## src/rtl/fifo_wr_pkg.sv

```systemverilog
// Shared types and configuration checks for the FIFO write-side packetizer.
package fifo_wr_pkg;

  typedef enum logic {
    IDLE   = 1'b0,
    STREAM = 1'b1
  } wr_state_t;

  // A packet admitted below half-full can only be guaranteed to fit if it is no longer than half the FIFO.
  function automatic bit max_pkt_ok(input int max_pkt, input int fifo_depth);
    return (max_pkt > 0) && (max_pkt <= fifo_depth / 2);
  endfunction

endpackage

```

## src/rtl/wr_skid_buf.sv

```systemverilog
// Two-entry skid buffer. Ready is derived only from occupancy flops,
// so an accepted beat is presented at the head no earlier than the next cycle.
module wr_skid_buf #(
  parameter int WIDTH = 8
) (
  input  logic             wclk,
  input  logic             wrst_n,
  input  logic             in_valid_i,
  output logic             in_ready_o,
  input  logic [WIDTH-1:0] in_data_i,
  output logic             out_valid_o,
  input  logic             out_pop_i,
  output logic [WIDTH-1:0] out_data_o
);

  logic [1:0]       occ_q, occ_d;
  logic [WIDTH-1:0] head_q, head_d;
  logic [WIDTH-1:0] tail_q, tail_d;
  logic             push, pop;

  assign in_ready_o  = (occ_q != 2'd2);
  assign out_valid_o = (occ_q != 2'd0);
  assign out_data_o  = head_q;
  assign push        = in_valid_i && in_ready_o;
  assign pop         = out_pop_i && out_valid_o;

  always_comb begin
    occ_d  = occ_q;
    head_d = head_q;
    tail_d = tail_q;
    case ({push, pop})
      2'b10: begin
        if (occ_q == 2'd0) head_d = in_data_i;
        else               tail_d = in_data_i;
        occ_d = occ_q + 2'd1;
      end
      2'b01: begin
        head_d = tail_q;
        occ_d  = occ_q - 2'd1;
      end
      2'b11: begin
        // Occupancy stays put; the incoming beat lands behind whatever remains.
        if (occ_q == 2'd1) begin
          head_d = in_data_i;
        end else begin
          head_d = tail_q;
          tail_d = in_data_i;
        end
      end
      default: ;
    endcase
  end

  always_ff @(posedge wclk or negedge wrst_n) begin
    if (!wrst_n) begin
      occ_q  <= 2'd0;
      head_q <= '0;
      tail_q <= '0;
    end else begin
      occ_q  <= occ_d;
      head_q <= head_d;
      tail_q <= tail_d;
    end
  end

endmodule

```

## src/rtl/fifo_wr_packetizer.sv

```systemverilog
// Write-side front end of the asynchronous FIFO: admits whole packets only when they
// are guaranteed to fit, frames beats as {last, data}, and keeps write statistics.
module fifo_wr_packetizer
  import fifo_wr_pkg::*;
#(
  parameter int DATA_WIDTH = 7,
  parameter int FIFO_DEPTH = 512,
  parameter int MAX_PKT    = 256,
  parameter int CNT_WIDTH  = 16
) (
  input  logic                  wclk,
  input  logic                  wrst_n,
  input  logic                  s_valid,
  output logic                  s_ready,
  input  logic [DATA_WIDTH-1:0] s_data,
  input  logic                  s_last,
  output logic                  fifo_w_en,
  output logic [DATA_WIDTH:0]   fifo_wdata,
  input  logic                  fifo_full,
  input  logic                  fifo_half_full,
  input  logic                  fifo_wr_error,
  input  logic                  stats_clr,
  output logic [CNT_WIDTH-1:0]  pkt_cnt,
  output logic [CNT_WIDTH-1:0]  beat_cnt,
  output logic [CNT_WIDTH-1:0]  stall_cnt,
  output logic                  err_wr,
  output logic                  err_oversize
);

  localparam int BIP_W = $clog2(MAX_PKT + 1);

  if (!max_pkt_ok(MAX_PKT, FIFO_DEPTH)) begin : g_bad_cfg
    $error("fifo_wr_packetizer: MAX_PKT must be in 1..FIFO_DEPTH/2");
  end

  wr_state_t             state_q;
  logic [BIP_W-1:0]      bip_q;
  logic [CNT_WIDTH-1:0]  pkt_q, beat_q, stall_q;
  logic                  err_wr_q, err_ovs_q;

  logic                  head_valid;
  logic [DATA_WIDTH:0]   head_word;
  logic                  head_last;
  logic                  start, wr_ok, wr, stall;

  wr_skid_buf #(
    .WIDTH (DATA_WIDTH + 1)
  ) u_skid (
    .wclk        (wclk),
    .wrst_n      (wrst_n),
    .in_valid_i  (s_valid),
    .in_ready_o  (s_ready),
    .in_data_i   ({s_last, s_data}),
    .out_valid_o (head_valid),
    .out_pop_i   (wr),
    .out_data_o  (head_word)
  );

  assign head_last = head_word[DATA_WIDTH];
  // Half-full only gates packet starts; once streaming, only a truly full FIFO holds us.
  assign start     = (state_q == IDLE) && !fifo_half_full;
  assign wr_ok     = (state_q == STREAM) || start;
  assign wr        = head_valid && !fifo_full && wr_ok;
  assign stall     = head_valid && fifo_full && wr_ok;

  assign fifo_w_en    = wr;
  assign fifo_wdata   = head_word;
  assign pkt_cnt      = pkt_q;
  assign beat_cnt     = beat_q;
  assign stall_cnt    = stall_q;
  assign err_wr       = err_wr_q;
  assign err_oversize = err_ovs_q;

  always_ff @(posedge wclk or negedge wrst_n) begin
    if (!wrst_n) begin
      state_q   <= IDLE;
      bip_q     <= '0;
      pkt_q     <= '0;
      beat_q    <= '0;
      stall_q   <= '0;
      err_wr_q  <= 1'b0;
      err_ovs_q <= 1'b0;
    end else begin
      if (wr) begin
        state_q <= head_last ? IDLE : STREAM;
        if (head_last)                      bip_q <= '0;
        else if (bip_q != BIP_W'(MAX_PKT))  bip_q <= bip_q + 1'b1;
      end
      if (stats_clr) begin
        pkt_q     <= '0;
        beat_q    <= '0;
        stall_q   <= '0;
        err_wr_q  <= 1'b0;
        err_ovs_q <= 1'b0;
      end else begin
        if (wr && (beat_q != '1))              beat_q  <= beat_q + 1'b1;
        if (wr && head_last && (pkt_q != '1))  pkt_q   <= pkt_q + 1'b1;
        if (stall && (stall_q != '1))          stall_q <= stall_q + 1'b1;
        if (fifo_wr_error)                     err_wr_q <= 1'b1;
        // bip_q counts beats already written, so this fires on beat MAX_PKT of a packet that goes on.
        if (wr && !head_last && (bip_q >= BIP_W'(MAX_PKT - 1))) err_ovs_q <= 1'b1;
      end
    end
  end

endmodule

```

## config.mk

```make
export PLATFORM = sky130hd
export DESIGN_NAME = fifo_wr_packetizer
export DESIGN_NICKNAME = d
export VERILOG_FILES = /design/src/rtl/fifo_wr_pkg.sv /design/src/rtl/wr_skid_buf.sv /design/src/rtl/fifo_wr_packetizer.sv
export SDC_FILE = /design/constraint.sdc
export NUM_CORES = 1
export LEC_CHECK = 0
export BUFFER_PORTS_ARGS = -buffer_cell sky130_fd_sc_hd__clkbuf_2
export CAP_MARGIN = 20
export CORE_ASPECT_RATIO = 0.9
export CORE_MARGIN = 2
export CORE_UTILIZATION = 38
export DETAILED_ROUTE_END_ITERATION = 8
export GPL_TIMING_DRIVEN = 1
export PLACE_DENSITY_LB_ADDON = 0.05
export SLEW_MARGIN = 40
export SYNTH_ARGS = -nofsm -noshare
export SYNTH_HDL_FRONTEND = slang
export SYNTH_SLANG_ARGS = --single-unit
```

## constraint.sdc

```tcl
create_clock -name wclk -period 2.59 [get_ports wclk]
set_clock_uncertainty 0.2 [all_clocks]
set_input_delay 0.518 -clock wclk [delete_from_list [all_inputs] [get_ports wclk]]
set_output_delay 0.518 -clock wclk [all_outputs]
set_load 0.01 [all_outputs]
```

==> summary.md, run 1 <==
| Metric | Value |
|---|---|
| DP HPWL | `just under 7 mm` |
| DIE WIDTH | `roughly 120 µm` |
| Final RePlAce weighted congestion | `roughly 0.8` |
| Syn Std Cell Area | `between 0.004 and 0.005 mm²` |
| CP top delay family | `buffers and inverters` |
| Layout cell share with drive strength beyond 1 | `0.265` |
| Slew @ Worst Pin | `roughly 700 ps` |
| CP max FO | `12` |
| Fin crit share | `0.937` |
| Grt total ovfl | `0` |
| Leakage | `~2.3 nW` |
| First-pass iteration count of the detailed router | `4` |
| Synth top area share | `0.457` |
| Num CTS Buffers | `9` |
| Register bit total from synthesis | `slightly below 80` |
| Critical Path AT | `~1700 ps` |
| Worst slew margin | `0.526` |
| Final hold vios | `0` |
| Core area | `about 0.011 mm²` |
| DP Worst Slack | `around 120 ps` |
| Final wirelength | `9.55 mm` |
| Initial antenna violation count | `0` |
| Achievable frequency | `approximately 410 MHz` |
| Critical path data required time | `~1900 ps` |
| Clk sink count | `just under 80` |
| Warnings, synthesis | `0` |
| Power per cell area | `slightly below 800 mW/mm²` |
| Setup TNS Final | `0 ps` |
| Type of the worst setup path | `register to output port` |
| Primary FF master, synth | `dfrtp_1` |
| First-pass GRT wire length | `between 15 and 20 mm` |
| Post-CTS Setup Bufs | `0` |
| Pint | `approximately 2.8 mW` |
| DRT iter0 DRCs | `about 150` |
| DRC viols | `0` |
| Syn Area/Cell | `~9.9 µm²` |
| Die Y | `~100 µm` |
| Layout area overhead | `20.8%` |
| Sequential share of the synthesized area | `0.457` |
| Slew Limit Fails | `0` |
| Most frequent cell after synthesis | `dfrtp_1` |
| Dpl cells | `651` |
| Final setup viols | `0` |
| Net Count, Synth | `458` |
| Initial Util | `0.392` |
| Maximum vdd drop | `between 0.4 and 0.5 mV` |
| Critical path, cell by cell | `inv_1 > ha_1 > nor2_4 > nand2_2 > buf_4 > inv_1 > clkbuf_2` |
| Tmin final | `roughly 2400 ps` |
| Clock power frac | `0.332` |
| Largest net degree at the start of global routing | `46` |
| IO buf count | `74` |
| Comb pwr share | `0.265` |
| Status | `completed` |
| Diode count | `0` |
| Final WS setup | `between 150 and 200 ps` |
| Total track usage | `0.167` |
| CP most frequent cell | `inv_1` |
| Post-route insts no fill | `666` |
| Critical path launch point type | `register` |
| Routed vias | `roughly 3.4k` |
| Psw | `between 1 and 1.5 mW` |
| Synth area leaders | `dfrtp_1 (46%), xnor2_1 (6.8%), nor2_1 (4.7%)` |
| Synth top cells by count | `dfrtp_1 (78), nor2_1 (53), nand2_1 (37), xnor2_1 (33), nand3_1 (17)` |
| Core Rows | `36` |
| Synthesized instance count | `430` |
| Yosys top cell by area | `dfrtp_1` |
| Final #Nets | `~540` |
| Max incr delay on CP | `around 390 ps` |
| Htree depth | `3` |
| RSZ-0062 raised after global routing | `no` |
| Synth cell types | `56` |
| I/O Pins | `between 70 and 80` |
| Number of flops mapped to enable cells by yosys | `0` |
| Die ar. | `between 0.01 and 0.015 mm²` |
| Switching fraction of total power | `0.315` |
| CTS root buffer | `clkbuf_16` |
| Vias in the first global route | `between 3k and 4k` |
| TritonCTS clock tree | `yes` |
| Clock-pin transition on the worst setup and hold timing paths | `60 ps` |
| Avg Vias per Cell | `roughly 5.1` |
| Max Root-Sink Buffers | `2` |
| Hold Crit Class | `input port to async pin` |
| Reg power frac | `0.403` |
| WL per Instance | `14.3 µm` |
| CP bufs+invs | `4` |
| Ys async rst share | `1.00` |
| Post-CTS Hold Fix Bufs | `0` |
| Worst-Skew Late Latency | `around 330 ps` |
| Critical Path Slowest Stage Cell | `dfrtp_1` |
| Post-route ant nets | `0` |
| Max Cap Viol | `0` |
| CP Capture Type | `output port` |
[metal layers]
layer,track usage,share of wire,routed length (µm),up-vias
li1,-,-,-,1695
met1,0.227,0.47,4520,1641
met2,0.266,0.47,4500,82
met3,0.0406,0.047,448,8
met4,0.0417,0.0086,82,0
met5,0,0,0,-
[cells in the final DEF, fill, tap and decap left out, types with 4 or more instances in the layout]
master	count
o21ai_0	15
nor4b_1	4
a211oi_1	4
nand4_1	11
a22oi_1	8
nor3_1	14
nand2_1	37
a21oi_1	15
nand3_1	17
xnor2_1	33
nor4_1	14
ha_1	13
dfrtp_1	78
inv_1	14
and3_1	9
clkbuf_2	73
nor2_1	52
mux2_2	11
buf_4	9
nor2b_1	9
clkbuf_16	9
[logic make-up after synthesis]
family	count (synthesis)	synth area share
flops	78	0.457
mux	15	0.0398
compound gates	65	0.110
xor+xnor	35	0.0717
fa+ha+maj	13	0.0381
buf+inv	29	0.0331
simple gates	195	0.250
[worst paths after layout]
check                           cells past startpoint              endpoint            startpoint  slack, ps
worst max register to register                      9      u_skid.tail_q[7]       u_skid.occ_q[0]        160
worst min register to register                      2  u_skid.out_data_o[2]  u_skid.out_data_o[2]        280
worst max-delay path                                7             fifo_w_en       u_skid.occ_q[0]        160
worst min-delay path                                1              bip_q[7]                wrst_n          5
max in group asynchronous                           2          stall_cnt[5]                wrst_n       1600
min in group wclk                                   3                err_wr         fifo_wr_error        220
[registers in the layout, indices dropped and copies added, names as in the netlist]
register	cells
beat_cnt	16
pkt_cnt	16
stall_cnt	16
bip_q	9
u_skid.out_data_o	8
u_skid.tail_q	8
u_skid.occ_q	2
err_oversize	1
err_wr	1
state_q	1
[through the flow]
step                      power [mW]  hold slack, ps  utilization  area, µm²
final                           4.08            5.48        0.474       5160
after global placement          2.74             265        0.444       4840
after detailed placement        2.77             279        0.444       4840
after global routing            4.38            48.9        0.474       5160
after floorplan                 2.40            22.4            -       4270
after CTS                       4.16            21.7        0.473       5160
[worst reg2reg max path, cell delays in order (launching register included)]
cell and delay (ps):
dfrtp_1 410, inv_1 90, ha_1 270, nor2_4 60, nand2_2 130, clkinv_4 130, ha_1 240, nand2_1 90
o211a_2 320, mux2_2 360
[power groups by stage]
stage | logic (mW) | clock network, mW | registers, mW
2_1_floorplan | 0.747 | 0 | 1.65
5_1_grt | 1.23 | 1.46 | 1.69
4_1_cts | 1.10 | 1.41 | 1.65
3_3_place_gp | 1.07 | 0 | 1.67
6_report | 1.08 | 1.36 | 1.65
3_5_place_dp | 1.10 | 0 | 1.67
[cell type report]
cell class / instances / area [µm²]
Sequential cell: 78 / 1950
Clock buffer: 11 / 253
Tap cell: 152 / 190
Timing Repair Buffer: 83 / 453
Multi-Input combinational cell: 323 / 2180
Clock inverter: 4 / 70.1
Fill cell: 1083 / 5740
Inverter: 15 / 61.3
[what timing repair did]
action,in CTS,in global routing
setup endpoints to repair,0,16
gates resized for setup,0,2
endpoints found under the hold margin,0,0
No activity file was read; power rests on OpenSTA's default activity.
==> run 2: changes to the inputs <==
--- a/config.mk
+++ b/config.mk
@@ -9,7 +9,7 @@
 export CAP_MARGIN = 20
 export CORE_ASPECT_RATIO = 0.9
 export CORE_MARGIN = 2
-export CORE_UTILIZATION = 38
+export CORE_UTILIZATION = 40
 export DETAILED_ROUTE_END_ITERATION = 8
 export GPL_TIMING_DRIVEN = 1
 export PLACE_DENSITY_LB_ADDON = 0.05
==> summary.md, run 2 (same netlist as run 1, synthesis figures left out) <==
| Metric | Value |
|---|---|
| Power per cell area | `768 mW/mm² (-3.0%)` |
| GR peak layer | `met2` |
| Util after Layout | `0.495 (+0.0210)` |
| Final setup viols | `0 (unchanged)` |
| Status | `complete, but fails checks` |
| First-pass GRT wire length | `16.1 mm (-0.89%)` |
| Maximum vdd drop | `0.428 mV (-2.9%)` |
| Max Root-Sink Buffers | `2 (unchanged)` |
| IO buf count | `74 (unchanged)` |
| Critical Path AT | `1690 ps (-20 ps)` |
| Comb pwr share | `0.283 (+0.018)` |
| Largest net degree at the start of global routing | `42 (-8.7%)` |
| Initial Util | `0.414 (+0.0215)` |
| TritonCTS clock tree | `yes` |
| WL per Instance | `14.8 µm (+3.0%)` |
| Worst slew margin | `0.569 (+0.0434)` |
| Reg power frac | `0.419 (+0.016)` |
| Final #Nets | `541 (+0.56%)` |
| Post-CTS Setup Bufs | `0 (unchanged)` |
| Psw | `1.27 mW (-0.81%)` |
| Met1 Usage GRT | `0.237 (+0.00975)` |
| Fill count | `1000 (-7.7%)` |
| Layout area overhead | `19.6%` |
| Type of the worst setup path | `register to output port` |
| Worst-Skew Late Latency | `330 ps (about the same)` |
| Post-route ant nets | `0 (unchanged)` |
| Htree depth | `3 (unchanged)` |
| Failing checks | `DRC` |
| Slew Limit Fails | `0 (unchanged)` |
| CP bufs+invs | `4 (unchanged)` |
| Clk sink count | `78 (unchanged)` |
| Final wirelength | `9.52 mm (-0.28%)` |
| Achievable frequency | `415 MHz (+0.79%)` |
| DRT iter0 DRCs | `182 (+18%)` |
| Layout cell share with drive strength beyond 1 | `0.264 (-0.00103)` |
| Critical path data required time | `1870 ps (about the same)` |
| Routed vias | `3395 (-0.90%)` |
| Tmin final | `2410 ps (-19.0 ps)` |
| Num CTS Buffers | `9 (unchanged)` |
| First-pass iteration count of the detailed router | `6 (+2)` |
| Dpl cells | `630 (-3.2%)` |
| Post-route insts no fill | `645 (-3.2%)` |
| CP max FO | `12 (unchanged)` |
| I/O Pins | `75 (unchanged)` |
| Core Rows | `35 (-2.8%)` |
| DP HPWL | `7.02 mm (+2.4%)` |
| Most frequent cells in the layout | `dfrtp_1 (78), clkbuf_2 (73), nor2_1 (52), nand2_1 (37), xnor2_1 (33)` |
| Die Y | `102 µm (-2.4%)` |
| Max Cap Viol | `0 (unchanged)` |
| Die ar. | `0.0115 mm² (-4.8%)` |
| Core area | `0.0103 mm² (-5.2%)` |
| CP top delay family | `buffers and inverters` |
| GR Util met2 | `0.284 (+0.0171)` |
| CTS root buffer | `clkbuf_16` |
| Max incr delay on CP | `390 ps (about the same)` |
| Leakage | `2.31 nW (-0.40%)` |
| Hold_ws | `209 ps (+203 ps)` |
| Initial antenna violation count | `0 (unchanged)` |
| Final hold vios | `0 (unchanged)` |
| Hold Crit Class | `input port to register` |
| Switching fraction of total power | `0.325 (+0.0103)` |
| Clock power frac | `0.298 (-0.034)` |
| DRC viols | `6 (+6)` |
| CP Capture Type | `output port` |
| RSZ-0062 raised after global routing | `yes` |
| Commonest non-fill, non-tap cell in the layout | `dfrtp_1` |
| Clock-pin transition on the worst setup and hold timing paths | `50 ps (about the same)` |
| Critical path launch point type | `register` |
| DIE WIDTH | `113 µm (-2.4%)` |
| Avg Vias per Cell | `5.26 (+2.3%)` |
| Final RePlAce weighted congestion | `0.802 (about the same)` |
| Critical path, cell by cell | `inv_1 > ha_1 > nor2_4 > nand2_2 > buf_4 > inv_1 > clkbuf_2` |
| Pint | `2.65 mW (-5.4%)` |
| CP most frequent cell | `inv_1` |
| Total track usage | `0.176 (+0.00907)` |
| Vias in the first global route | `3204 (+0.34%)` |
| Fin crit share | `0.929 (-0.00732)` |
| Critical Path Slowest Stage Cell | `dfrtp_1` |
| Grt total ovfl | `0 (unchanged)` |
| Grt met3 use | `0.0386 (-0.00205)` |
| Diode count | `0 (unchanged)` |
| Slew @ Worst Pin | `646 ps (-65.0 ps)` |
[run 2: cell types whose count changed in the layout (fill, tap and decap cells not counted)]
cell / before / now
clkbuf_8: 2 / 3
clkbuf_1: 0 / 1
bufinv_16: 2 / 0
dlygate4sd3_1: 0 / 1
clkinv_2: 2 / 1
buf_4: 9 / 11
[run 2: tightest hold or removal path: cells and delay by family]
family / cells / cell delay, ps
buffers and inverters: 1 / 70
and+or+nand+nor: 2 / 100
[run 2: metal layers]
layer	vias to the layer above	routed length (µm)
li1	1698	-
met4	0	166
met2	56	4450
met1	1629	4610
met5	-	0
met3	12	289
[run 2: path summary, 6_finish.rpt]
kind | start | end | slack [ps] | depth (start not counted)
worst max-delay path | u_skid.occ_q[0] | fifo_w_en | 180 | 7
worst min-delay path | fifo_wr_error | err_wr | 210 | 3
worst max register to register | u_skid.occ_q[0] | pkt_cnt[9] | 200 | 7
worst min register to register | u_skid.out_data_o[5] | u_skid.out_data_o[5] | 280 | 2
max in group asynchronous | wrst_n | u_skid.occ_q[0] | 1040 | 3
min in group asynchronous | wrst_n | bip_q[8] | 520 | 2
[run 2: area by class of cell]
type                    instances  area, µm²  area share
repair buffers                 86        478      0.0935
clock inverters                 1       5.00    0.000979
flip-flops and latches         78       1950       0.382
multi-input cells             323       2180       0.427
clock buffers                  13        270      0.0529
inverters                      15       61.3      0.0120
well taps                     129        161      0.0316
[run 2: what timing repair did]
action / in CTS / in global routing
endpoints found under the setup margin: 0 / 16
hold buffers: 1 / 0
endpoints found under the hold margin: 22 / 0
gates resized for setup: 0 / 2
[run 2: power groups by stage]
stage | clock network [mW] | logic, mW | registers (mW)
floorplan | 0 | 0.747 | 1.65
global placement | 0 | 1.10 | 1.66
detailed placement | 0 | 1.12 | 1.67
CTS | 1.21 | 1.12 | 1.65
global route | 1.28 | 1.26 | 1.69
finish | 1.17 | 1.11 | 1.64
[run 2: through the flow]
step           TNS [ps]  area [µm²]  total power, mW  setup WS (ps)
3_5_place_dp          0        4820             2.79           68.8
6_report              0        5110             3.92            183
2_1_floorplan         0        4270             2.40           83.1
5_1_grt           -71.0        5110             4.23          -14.4
4_1_cts               0        5110             3.98           54.5
3_3_place_gp          0        4820             2.76            198
==> run 3: changes to the inputs <==
--- a/config.mk
+++ b/config.mk
@@ -8,8 +8,8 @@
 export BUFFER_PORTS_ARGS = -buffer_cell sky130_fd_sc_hd__clkbuf_2
 export CAP_MARGIN = 20
 export CORE_ASPECT_RATIO = 0.9
-export CORE_MARGIN = 2
 export CORE_UTILIZATION = 40
+export CTS_BUF_LIST = sky130_fd_sc_hd__clkbuf_8 sky130_fd_sc_hd__clkbuf_16
 export DETAILED_ROUTE_END_ITERATION = 8
 export GPL_TIMING_DRIVEN = 1
 export PLACE_DENSITY_LB_ADDON = 0.05
==> summary.md, run 3 (same netlist as run 1, synthesis figures left out) <==
| Metric | Value |
|---|---|
| Critical Path Source | `u_skid.occ_q[0]` |
| Final Instance Area | `0.00511 mm² (about the same)` |
| Htree depth | `3 (unchanged)` |
| Layout area overhead | `19.5% (about the same)` |
| Vias in the first global route | `3225 (+0.66%)` |
| Final #Nets | `538 (-0.55%)` |
| DIE WIDTH | `111 µm (-1.8%)` |
| Max Root-Sink Buffers | `2 (unchanged)` |
| Avg Vias per Cell | `5.34 (+1.4%)` |
| Commonest non-fill, non-tap cell in the layout | `dfrtp_1` |
| Num CTS Buffers | `9 (unchanged)` |
| CP max FO | `12 (unchanged)` |
| DRC viols | `11 (+5)` |
| Diode count | `0 (unchanged)` |
| Slew Limit Fails | `0 (unchanged)` |
| First-pass iteration count of the detailed router | `6 (unchanged)` |
| Routed vias | `3432 (+1.1%)` |
| Power per cell area | `780 mW/mm² (+1.6%)` |
| Critical path, cell by cell | `inv_1 > ha_1 > nor2_4 > nand2_2 > buf_4 > inv_1 > clkbuf_2` |
| Clk sink count | `78 (unchanged)` |
| Most frequent cells in the layout | `dfrtp_1 (78), clkbuf_2 (73), nor2_1 (52), nand2_1 (37), xnor2_1 (33)` |
| Type of the worst setup path | `register to output port` |
| Flop-to-flop setup slack | `190 ps (about the same)` |
| CP most frequent cell | `inv_1` |
| Core Rows | `35 (unchanged)` |
| Placed Area | `0.00480 mm² (-0.47%)` |
| Max incr delay on CP | `390 ps (about the same)` |
| Worst slew margin | `0.523 (-0.0459)` |
| Initial Util | `0.414 (unchanged)` |
| Fin crit share | `0.941 (+0.0120)` |
| Max Cap Viol | `0 (unchanged)` |
| Worst r2r path cells | `9 (+2)` |
| Final setup viols | `0 (unchanged)` |
| CTS root buffer | `clkbuf_16` |
| Final hold vios | `0 (unchanged)` |
| Die ar. | `0.0111 mm² (-3.7%)` |
| Tmin final | `2440 ps (+31.2 ps)` |
| Grt total ovfl | `0 (unchanged)` |
| Critical path data required time | `1870 ps (about the same)` |
| Total track usage | `0.181 (+0.00480)` |
| DP HPWL | `6.65 mm (-5.3%)` |
| Hold Startpoint | `fifo_wr_error` |
| Slew @ Worst Pin | `715 ps (+68.9 ps)` |
| Leakage | `2.30 nW (-0.17%)` |
| Final RePlAce weighted congestion | `0.800 (-0.29%)` |
| Post-route ant nets | `0 (unchanged)` |
| Critical Path AT | `1720 ps (+30 ps)` |
| Hold Crit Depth | `3 (unchanged)` |
| Worst-Skew Late Latency | `330 ps (about the same)` |
| WL per Instance | `14.8 µm (+0.29%)` |
| Failing checks | `DRC` |
| CP Capture Type | `output port` |
| IO buf count | `74 (unchanged)` |
| I/O Pins | `75 (unchanged)` |
| Maximum vdd drop | `0.478 mV (+12%)` |
| Worst hold endpoint | `err_wr` |
| Largest net degree at the start of global routing | `42 (unchanged)` |
| TritonCTS clock tree | `yes` |
| Achievable frequency | `410 MHz (-1.3%)` |
| Post-CTS Setup Bufs | `0 (unchanged)` |
| DRT iter0 DRCs | `144 (-21%)` |
| Initial antenna violation count | `0 (unchanged)` |
| Reg2reg end | `u_skid.tail_q[4]` |
| Die Y | `100 µm (-2.0%)` |
| R2R Path Start | `u_skid.occ_q[0]` |
| RSZ-0062 raised after global routing | `no` |
| Critical Path Slowest Stage Cell | `dfrtp_1` |
| Critical path launch point type | `register` |
| Layout cell share with drive strength beyond 1 | `0.265 (+0.00103)` |
| Status | `complete, but fails checks` |
| Final wirelength | `9.52 mm (about the same)` |
| Core area | `0.0103 mm² (unchanged)` |
| Setup TNS Final | `0 ps (unchanged)` |
| First-pass GRT wire length | `15.8 mm (-1.7%)` |
| Clock-pin transition on the worst setup and hold timing paths | `50 ps (about the same)` |
| Hold Crit Class | `input port to register` |
[run 3: worst max-delay path: cells and delay by family (launching register included)]
family                   cells  cell delay (ps)
flip-flops                   1              390
AND/OR/NAND/NOR              2              250
buffers and inverters        4              470
adder cells (fa/ha/maj)      1              280
[run 3: timing repair]
action | 4_1_cts | 5_1_grt
hold buffers | 1 | 0
resized for setup | 0 | 3
endpoints found under the setup margin | 0 | 7
endpoints found under the hold margin | 37 | 0
[run 3: final cells by class]
type | instances | area (µm²)
well taps | 129 | 161
multi-input cells | 323 | 2190
inverters | 15 | 61.3
repair buffers | 83 | 455
fillers | 1003 | 5230
flip-flops and latches | 78 | 1950
clock buffers | 10 | 239
clock inverters | 5 | 50.0
[run 3: layer usage]
metal,share of wire,routed length (µm),track usage,vias up
met5,0,0,0,-
li1,-,-,-,1686
met4,0.015,140,0.0695,0
met3,0.033,310,0.0362,12
met1,0.48,4550,0.232,1675
met2,0.48,4520,0.303,59
[run 3: worst max-delay path by stage]
| stage | to | slack (ps) | cells after the start |
|---|---|---|---|
| after global placement | u_skid.tail_q[0] | 260 | 9 |
| after CTS | u_skid.out_data_o[2] | 120 | 10 |
| after global routing | u_skid.tail_q[1] | 50 | 9 |
| after floorplan | u_skid.tail_q[0] | 80 | 10 |
| after detailed placement | u_skid.out_data_o[2] | 140 | 10 |
| final | fifo_w_en | 150 | 7 |
[run 3: metrics by stage]
stage	util	setup WS (ps)	power (mW)	instances	hold slack, ps
after floorplan	-	83.1	2.40	430	22.4
after global placement	0.465	256	2.74	627	266
after detailed placement	0.465	136	2.78	627	271
after CTS	0.493	121	4.04	643	198
after global routing	0.494	51.9	4.24	643	226
final	0.494	152	3.98	643	210
[run 3: report_power, final]
part           internal (mW)  switching, mW  total (mW)
combinational          0.473          0.628        1.10
clock                  0.760          0.476        1.24
sequential              1.45          0.200        1.65
